`src/rtl/riscv_run_controller.sv`:
```
// riscv_run_controller
//
// Run controller that sits beside a RISC-V core. It holds the core in reset
// for a fixed number of cycles and then lets it run. While the core runs it
// counts cycles and retired register writes, and it captures the last value
// written to each watched register. The run ends in one of two ways:
//   - halt:    the PC stays the same for HALT_REPEAT comparisons in a row
//   - timeout: the run reaches MAX_CYCLES cycles
// After a halt, pass reports whether every watched register holds its
// expected value.
//
// Ports
//   clk          sole clock, rising edge
//   reset        synchronous, active-high; restarts the whole sequence
//   core_reset   reset driven to the processor
//   pc           processor PC_Out
//   reg_write    processor RegWrite
//   rd           processor destination register
//   write_data   processor WriteData
//   chk_reg      watched register index per channel, channel i at [5i+4:5i]
//   chk_val      expected value per channel, channel i at [XLEN*i +: XLEN]
//   running      high in RUN
//   done         high in HALTED or TIMEOUT
//   timeout      high in TIMEOUT
//   pass         verdict, valid while done
//   cycle_count  RUN cycles elapsed
//   write_count  retired register writes with rd != 0
//   chk_seen     per-channel "written at least once"
//
// state        | meaning
// -------------+-----------------------------------------------------
// S_RESET_HOLD | core held in reset for RST_CYCLES cycles
// S_RUN        | core running, monitors and counters active
// S_HALTED     | PC stuck, everything frozen, pass is the verdict
// S_TIMEOUT    | cycle budget used up, everything frozen, pass = 0

module riscv_run_controller #(
  parameter int XLEN        = 64,
  parameter int RST_CYCLES  = 2,
  parameter int MAX_CYCLES  = 1024,
  parameter int HALT_REPEAT = 3,
  parameter int NUM_CHECKS  = 4,
  parameter int CNT_W       = 32
) (
  input  logic                       clk,
  input  logic                       reset,
  output logic                       core_reset,
  input  logic [XLEN-1:0]            pc,
  input  logic                       reg_write,
  input  logic [4:0]                 rd,
  input  logic [XLEN-1:0]            write_data,
  input  logic [NUM_CHECKS*5-1:0]    chk_reg,
  input  logic [NUM_CHECKS*XLEN-1:0] chk_val,
  output logic                       running,
  output logic                       done,
  output logic                       timeout,
  output logic                       pass,
  output logic [CNT_W-1:0]           cycle_count,
  output logic [CNT_W-1:0]           write_count,
  output logic [NUM_CHECKS-1:0]      chk_seen
);

  typedef enum logic [1:0] {
    S_RESET_HOLD,
    S_RUN,
    S_HALTED,
    S_TIMEOUT
  } state_e;

  state_e                  state_q;
  logic [CNT_W-1:0]        hold_q;
  logic [CNT_W-1:0]        cycle_q;
  logic [CNT_W-1:0]        write_q;
  logic [CNT_W-1:0]        stable_q;
  logic [CNT_W-1:0]        stable_d;
  logic [XLEN-1:0]         pc_q;
  logic                    pc_valid_q;
  logic [XLEN-1:0]         cap_q [NUM_CHECKS];
  logic [NUM_CHECKS-1:0]   seen_q;
  logic                    core_reset_q;
  logic                    running_q;
  logic                    done_q;
  logic                    timeout_q;

  logic                    wb_valid;
  logic                    halt_hit;
  logic                    limit_hit;
  logic [NUM_CHECKS-1:0]   match_d;

  // The PC compare is skipped on the first RUN cycle because pc_q holds
  // nothing from this run yet.
  always_comb begin
    stable_d  = (pc_valid_q && (pc == pc_q)) ? stable_q + 1'b1 : '0;
    halt_hit  = (stable_d == CNT_W'(HALT_REPEAT));
    limit_hit = (cycle_q == CNT_W'(MAX_CYCLES - 1));
    wb_valid  = reg_write && (rd != 5'd0);
  end

  // A channel watching x0 never captures anything, so it passes only when
  // it expects zero.
  always_comb begin
    match_d = '0;
    for (int i = 0; i < NUM_CHECKS; i++) begin
      if (chk_reg[5*i +: 5] == 5'd0)
        match_d[i] = (chk_val[XLEN*i +: XLEN] == '0);
      else
        match_d[i] = seen_q[i] && (cap_q[i] == chk_val[XLEN*i +: XLEN]);
    end
  end

  always_ff @(posedge clk) begin
    if (reset) begin
      state_q      <= S_RESET_HOLD;
      hold_q       <= '0;
      cycle_q      <= '0;
      write_q      <= '0;
      stable_q     <= '0;
      pc_q         <= '0;
      pc_valid_q   <= 1'b0;
      seen_q       <= '0;
      core_reset_q <= 1'b1;
      running_q    <= 1'b0;
      done_q       <= 1'b0;
      timeout_q    <= 1'b0;
      for (int i = 0; i < NUM_CHECKS; i++) cap_q[i] <= '0;
    end else begin
      case (state_q)
        S_RESET_HOLD: begin
          hold_q <= hold_q + 1'b1;
          if (hold_q == CNT_W'(RST_CYCLES - 1)) begin
            state_q      <= S_RUN;
            core_reset_q <= 1'b0;
            running_q    <= 1'b1;
          end
        end
        S_RUN: begin
          cycle_q    <= cycle_q + 1'b1;
          pc_q       <= pc;
          pc_valid_q <= 1'b1;
          stable_q   <= stable_d;
          // The edge leaving RUN still records its writeback.
          if (wb_valid) begin
            write_q <= write_q + 1'b1;
            for (int i = 0; i < NUM_CHECKS; i++) begin
              if (chk_reg[5*i +: 5] == rd) begin
                cap_q[i]  <= write_data;
                seen_q[i] <= 1'b1;
              end
            end
          end
          // Halt takes priority over a timeout on the same edge.
          if (halt_hit) begin
            state_q   <= S_HALTED;
            running_q <= 1'b0;
            done_q    <= 1'b1;
          end else if (limit_hit) begin
            state_q   <= S_TIMEOUT;
            running_q <= 1'b0;
            done_q    <= 1'b1;
            timeout_q <= 1'b1;
          end
        end
        default: begin
          // HALTED and TIMEOUT are terminal until reset.
        end
      endcase
    end
  end

  assign core_reset  = core_reset_q;
  assign running     = running_q;
  assign done        = done_q;
  assign timeout     = timeout_q;
  assign pass        = (state_q == S_HALTED) && (&match_d);
  assign cycle_count = cycle_q;
  assign write_count = write_q;
  assign chk_seen    = seen_q;

endmodule

```
`config.mk`:
```
export PLATFORM = sky130hd
export DESIGN_NAME = riscv_run_controller
export DESIGN_NICKNAME = d
export VERILOG_FILES = /design/src/rtl/riscv_run_controller.sv
export SDC_FILE = /design/constraint.sdc
export NUM_CORES = 1
export LEC_CHECK = 0
export CORE_MARGIN = 4
export CORE_UTILIZATION = 56
export DETAILED_ROUTE_END_ITERATION = 16
export HOLD_SLACK_MARGIN = 0.05
export PLACE_DENSITY_LB_ADDON = 0.2
export SLEW_MARGIN = 15
export SYNTH_ARGS = -nofsm -noshare
export SYNTH_HDL_FRONTEND = slang
export SYNTH_SLANG_ARGS = --single-unit
export TNS_END_PERCENT = 30
```
`constraint.sdc`:
```
create_clock -name clk -period 6.85 [get_ports clk]
set_input_delay 0.685 -clock clk [delete_from_list [all_inputs] [get_ports clk]]
set_output_delay 0.685 -clock clk [all_outputs]
set_load 0.1 [all_outputs]
```
==> results of run 1 <==
[worst max-delay path, cell delays in order]
cell             delay, ns
clkdlybuf4s50_1       0.52
xnor2_1               0.32
o221ai_1              0.18
nor4_1                0.30
nand4_1               0.17
nor4_1                0.56
o22ai_1               0.15
a2111oi_1             0.36
clkdlybuf4s50_1       1.29
[registers in the layout, summed over array words and instances, names as in the netlist, 2 cells and up]
name / flops
cap_q: 256
pc_q: 64
cycle_count: 32
hold_q: 32
stable_q: 32
write_count: 32
chk_seen: 4
state_q: 2
[power breakdown]
part / switching (uW) / internal, uW
registers: 110 / 3050
logic: 694 / 473
clock network: 1110 / 1460
[final timing paths]
check | startpoint | to | slack, ns | cells after the start
setup / recovery | chk_val[182] | pass | 1.61 | 9
hold reg to reg | pc_q[31]$_SDFFE_PP0P_ | pc_q[31]$_SDFFE_PP0P_ | 0.46 | 2
hold / removal | pc_q[31]$_SDFFE_PP0P_ | pc_q[31]$_SDFFE_PP0P_ | 0.46 | 2
setup reg to reg | state_q[0]$_SDFFE_PP0P_ | cap_q[2][29]$_SDFFCE_PN0P_ | 2.92 | 7
[layer usage]
| layer | routed length [um] | GRT usage |
|---|---|---|
| met4 | 4830 | 0.184 |
| met1 | 28700 | 0.419 |
| met2 | 39800 | 0.599 |
| met5 | 24 | 0 |
| met3 | 8770 | 0.0970 |
[layout by cell type, fill, tap and decap left out, types with 6 or more instances in the layout]
| cell type | count |
|---|---|
| inv_1 | 70 |
| clkbuf_16 | 49 |
| nor2_1 | 115 |
| clkbuf_1 | 12 |
| a22o_1 | 6 |
| dfxtp_1 | 203 |
| clkinv_2 | 6 |
| diode_2 | 10 |
| o22ai_1 | 15 |
| a21oi_1 | 126 |
| edfxtp_1 | 256 |
| nand2_1 | 214 |
| nand2b_1 | 20 |
| or3_1 | 36 |
| xor2_1 | 219 |
| a31oi_1 | 7 |
| nand3_1 | 54 |
| clkinv_1 | 6 |
| clkbuf_8 | 6 |
| and4_1 | 10 |
| nand4_1 | 94 |
| o2111ai_1 | 7 |
| nor3_1 | 26 |
| and2_1 | 260 |
| buf_4 | 13 |
| clkdlybuf4s50_1 | 483 |
| and3_1 | 24 |
| nor4_1 | 153 |
| o21ai_0 | 54 |
| or4_1 | 16 |
| nor2b_1 | 8 |
| xnor2_1 | 156 |
| o2bb2ai_1 | 9 |
| or3b_1 | 6 |
[cells in the mapped netlist (all sizes together) (6+ instances only)]
master     n
a21oi    126
a22o       6
a31oi      7
and2     262
and3      24
and4      10
buf        6
clkbuf    88
dfxtp    203
edfxtp   256
inv       70
nand2    218
nand2b    21
nand3     54
nand4     94
nor2     119
nor2b      9
nor3      26
nor4     155
o2111ai    7
o21ai     56
o22ai     15
o2bb2ai    9
or3       36
or3b       7
or4       16
xnor2    156
xor2     219
[per-stage QoR]
stage | hold slack [ns] | total power (uW) | setup WS (ns) | utilization
after floorplan | 0.445 | 3790 | 0.910 | -
after global placement | 0.451 | 4340 | 1.60 | 0.695
after detailed placement | 0.457 | 4360 | 1.64 | 0.695
after CTS | 0.465 | 6890 | 1.62 | 0.732
after global routing | 0.480 | 7120 | 1.44 | 0.732
final | 0.465 | 6890 | 1.61 | 0.733
[cell families after synthesis]
group | synth area share
compound gates | 0.0644
xor+xnor | 0.143
fa+ha+maj | 0.00271
buf+inv | 0.0275
flops | 0.510
mux | 0.000869
simple gates | 0.252
[cell type report]
type / count / area (um2)
Antenna cell: 10 / 25.0
Clock buffer: 68 / 1360
Clock inverter: 19 / 154
Fill cell: 2981 / 10900
Inverter: 70 / 263
Multi-Input combinational cell: 1699 / 10700
Sequential cell: 459 / 11800
Tap cell: 532 / 666
Timing Repair Buffer: 497 / 4940
==> impl_metrics.tcl, run 1 <==
set metrics [dict create \
    outcome "completed" \
    antenna_found_initial 7 \
    startpoint_type "input pin" \
    path_max_fanout 2 \
    maxCapViolations 0 \
    seq_area_frac_synth 0.510 \
    area_delta_synth_final_pct 29.5 \
    root_buffer "clkbuf_16" \
    grt_overflow 0 \
    clock_latency_ns 0.59 \
    dp_hpwl_um 61800 \
    synth-edff-count 256 \
    fin_crit_sh 0.765 \
    clock_path_buffers 3 \
    port_buffers 484 \
    crit_required_ns 6.16 \
    numCtsBuffers 48 \
    die_w_um 211 \
    final.min_clock_period_ns 5.24 \
    die_h_um 211 \
    post_cts_resized 0 \
    endpoint_kind "output port" \
    synth_ff_type "edfxtp_1" \
    yosysTopAreaCell "edfxtp_1" \
    synth_top_area_frac 0.334 \
    criticalPathCategory "input pin to output port" \
    dieArea_um2 44500 \
    hold_path_class "flop to flop" \
    syn-cell-area_um2 23000 \
    grt_pass1_vias 20000 \
    timing.fmax_ghz 0.191 \
    dp.cells 3257 \
    routed_wl_um 82100 \
    finalHoldViolations 0 \
    wl_per_cell_um 24.5 \
    h-tree-depth 2 \
    worst_pin_slew_ns 1.10 \
    rows 74 \
    drt-pass1-iter-count 6 \
    cts_setup_buffers 0 \
    ys_seq_elements 459 \
    grt_pass1_wl_um 120000 \
    cellLeakagePower_uw 0.0105 \
    setup_viol 0 \
    io_pins 485 \
    ant_nets 0 \
    final_area_um2 29900 \
    worst_clock_skew_ns 0.0206 \
    num_vias 20100 \
    clkSlewWorstSetupHoldPaths_ns 0.06 \
    drive_above_1_share 0.0352 \
    synthTopCellsByArea "edfxtp_1, dfxtp_1, xor2_1" \
    cts_hold_buf 0 \
    async_reset_ff_frac 0 \
    synthCells 2322 \
    syn_nets 2739 \
    cts_tree "built" \
    drt-initial-drc-count 2798 \
    rsz0062_at_grt "no" \
    setup_tns_ns 0 \
    nets 3192 \
    syn_avg_cell_area_um2 9.92 \
    synth_warnings 0 \
    worstPathArrival_ns 4.56 \
    place_congestion 0.981 \
    viasPerCell 6.00 \
    initial_core_util 0.566 \
    drc_errors 0 \
    core_um2 40700 \
    grt_use_total 0.356 \
    slew_viol_final 0 \
    ys_types 62 \
    clock-sinks 459 \
    slew_headroom 0.264 \
    fin_cells 3354 \
    place_area_um2 28300 \
    power.density_nw_per_um2 231 \
    grt_max_degree 126 \
    irDropWorstVdd_mv 0.169 \
]
No activity file was read; power rests on OpenSTA's default activity.
==> run 2, diff against run 1 <==
--- a/config.mk
+++ b/config.mk
@@ -6,7 +6,7 @@
 export NUM_CORES = 1
 export LEC_CHECK = 0
 export CORE_MARGIN = 4
-export CORE_UTILIZATION = 56
+export CORE_UTILIZATION = 52
 export DETAILED_ROUTE_END_ITERATION = 16
 export HOLD_SLACK_MARGIN = 0.05
 export PLACE_DENSITY_LB_ADDON = 0.2
==> constraint.sdc (replaced) <==
create_clock -name clk -period 5.1 [get_ports clk]
set_input_delay 0.51 -clock clk [delete_from_list [all_inputs] [get_ports clk]]
set_output_delay 0.51 -clock clk [all_outputs]
set_load 0.1 [all_outputs]
==> run 2 against run 1 <==
Critical path depth up 1. First-iteration DRC count down 24%. Critical path type is now flop to output port. Highest routed layer unchanged. Register-to-register slack worse by 1.3 ns.
==> impl_metrics.tcl, run 2 (synthesis results as in run 1) <==
set metrics [dict create \
    cp_cell_sequence "inv_1 -> o2bb2ai_1 -> nor4_1 -> nand3_1 -> or4_1 -> nor4_1 -> o22ai_1 -> a2111oi_2 -> buf_4 -> buf_12" \
    drive_above_1_share 0.0390 \
    final_common_cell "clkdlybuf4s50_1" \
    io_pins 485 \
    setup_tns_ns 0 \
    place_congestion 1.00 \
    critPathTopFamily "simple AND/OR/NAND/NOR gates" \
    antenna_found_initial 12 \
    initial_core_util 0.530 \
    fin_cells 3411 \
    slew_headroom 0.246 \
    whs_ns 0.353 \
    endpoint_kind "output port" \
    die_h_um 219 \
    drt-pass1-iter-count 5 \
    crit_required_ns 4.59 \
    hold_path_depth 2 \
    die_w_um 219 \
    rsz0062_at_grt "no" \
    post_cts_resized 0 \
    place_ws_ns 0.872 \
    nets 3199 \
    startpoint_type "flop" \
    clock-sinks 459 \
    rrSetupSlack_ns 1.65 \
    finalHoldViolations 0 \
    cts_tree "built" \
    fill_cells 3294 \
    critical_path_buf_inv_count 3 \
    cp_common_cell "nor4_1" \
    grt_overflow 0 \
    grt_max_degree 90 \
    final.min_clock_period_ns 4.33 \
    criticalPathCategory "flop to output port" \
    min_from "reset" \
    power.density_nw_per_um2 313 \
    h-tree-depth 2 \
    reg2reg_depth 8 \
    path_max_fanout 2 \
    drt-initial-drc-count 2122 \
    root_buffer "clkbuf_16" \
    ant_nets 0 \
    area_delta_synth_final_pct 30.4 \
    grt_pass1_wl_um 119000 \
    cellLeakagePower_uw 0.0106 \
    dieArea_um2 47700 \
    timing.fmax_ghz 0.231 \
    num_vias 20000 \
    cts_setup_buffers 0 \
    worst_clock_skew_ns 0.0259 \
    port_buffers 484 \
    fin_util 0.692 \
    layout_common_cells "clkdlybuf4s50_1, and2_1, edfxtp_1, xor2_1, nand2_1" \
    dp_hpwl_um 63800 \
    rows 76 \
    outcome "completed" \
    clock_path_buffers 3 \
    maxCapViolations 0 \
    hold_path_class "input pin to flop" \
    irDropWorstVdd_mv 0.255 \
    wl_per_cell_um 24.5 \
    slew_viol_final 0 \
    r2r-start "state_q[0]$_SDFFE_PP0P_" \
    cts_hold_buf 0 \
    regMostFlops "cap_q" \
    largest_register_ffs 256 \
    viasPerCell 5.87 \
    whs_endpoint "chk_seen[1]$_SDFFE_PP0P_" \
    clkSlewWorstSetupHoldPaths_ns 0.06 \
    clock_latency_ns 0.59 \
    top_regs "cap_q x256, pc_q x64" \
    crit_slowest_cell "nor4_1" \
    max_stage_delay_ns 0.68 \
    grt_pass1_vias 19800 \
    fin_crit_sh 0.850 \
    grt_use_total 0.336 \
    setup_viol 0 \
    reg2reg_to "cycle_count[25]$_SDFFE_PP0P_" \
    numCtsBuffers 49 \
    drc_errors 0 \
    dp.cells 3316 \
    worstPathArrival_ns 3.82 \
    setup_ws_ns 0.767 \
    routed_wl_um 83400 \
    core_um2 43500 \
    worst_pin_slew_ns 1.13 \
]
-- run 2: cell count changes in the layout (fill, tap and decap cells not counted), moves of 2 or more --
cell       delta
clkbuf_1      +3
clkinv_4      +2
bufinv_16     +2
buf_12        +2
diode_2       -3
clkinv_2      +3
clkinv_1      -5
inv_6         -3
buf_4         +5
-- run 2: through the flow --
step / total power [uW] / area [um2]
global route: 9690 / 30000
global placement: 5830 / 28500
CTS: 9410 / 30000
finish: 9390 / 30100
floorplan: 5090 / 23100
detailed placement: 5860 / 28500
-- run 2: worst max-delay path by stage --
stage	depth (start not counted)	slack, ns	start	to
floorplan	6	0.84	chk_seen[0]$_SDFFE_PP0P_	pass
global placement	10	0.97	chk_val[198]	pass
detailed placement	9	0.87	chk_val[228]	pass
CTS	10	0.81	cap_q[3][6]$_SDFFCE_PN0P_	pass
global route	10	0.71	cap_q[3][19]$_SDFFCE_PN0P_	pass
finish	10	0.77	cap_q[3][6]$_SDFFCE_PN0P_	pass
-- run 2: final cells by class --
cell class / count / area (um2) / share of cell area
Clock buffer: 71 / 1390 / 0.0463
Multi-Input combinational cell: 1699 / 10700 / 0.356
Inverter: 70 / 263 / 0.00874
Sequential cell: 459 / 11800 / 0.391
Antenna cell: 7 / 17.5 / 0.000583
Tap cell: 585 / 732 / 0.0244
Clock inverter: 17 / 194 / 0.00645
Timing Repair Buffer: 503 / 5010 / 0.167
-- run 2: worst reg2reg max path, stage by stage (launching register included) --
cell and delay, ns:
dfxtp_1 0.48, nor2b_4 0.21, buf_4 0.67, nand4_1 0.53, nor2_1 0.29, and3_1 0.36, nand3_1 0.29, or3_1 0.38
a21oi_1 0.17
-- run 2: power breakdown --
part | internal (uW) | switching [uW] | total [uW]
logic | 638 | 914 | 1550
registers | 4100 | 152 | 4250
clock network | 2090 | 1500 | 3590
-- run 2: metal layers --
metal	global-route usage	part of all wire	vias up
met5	0	0.00074	-
met4	0.184	0.063	10
met3	0.0580	0.088	232
met2	0.581	0.49	1089
met1	0.397	0.36	9520
li1	-	-	9158
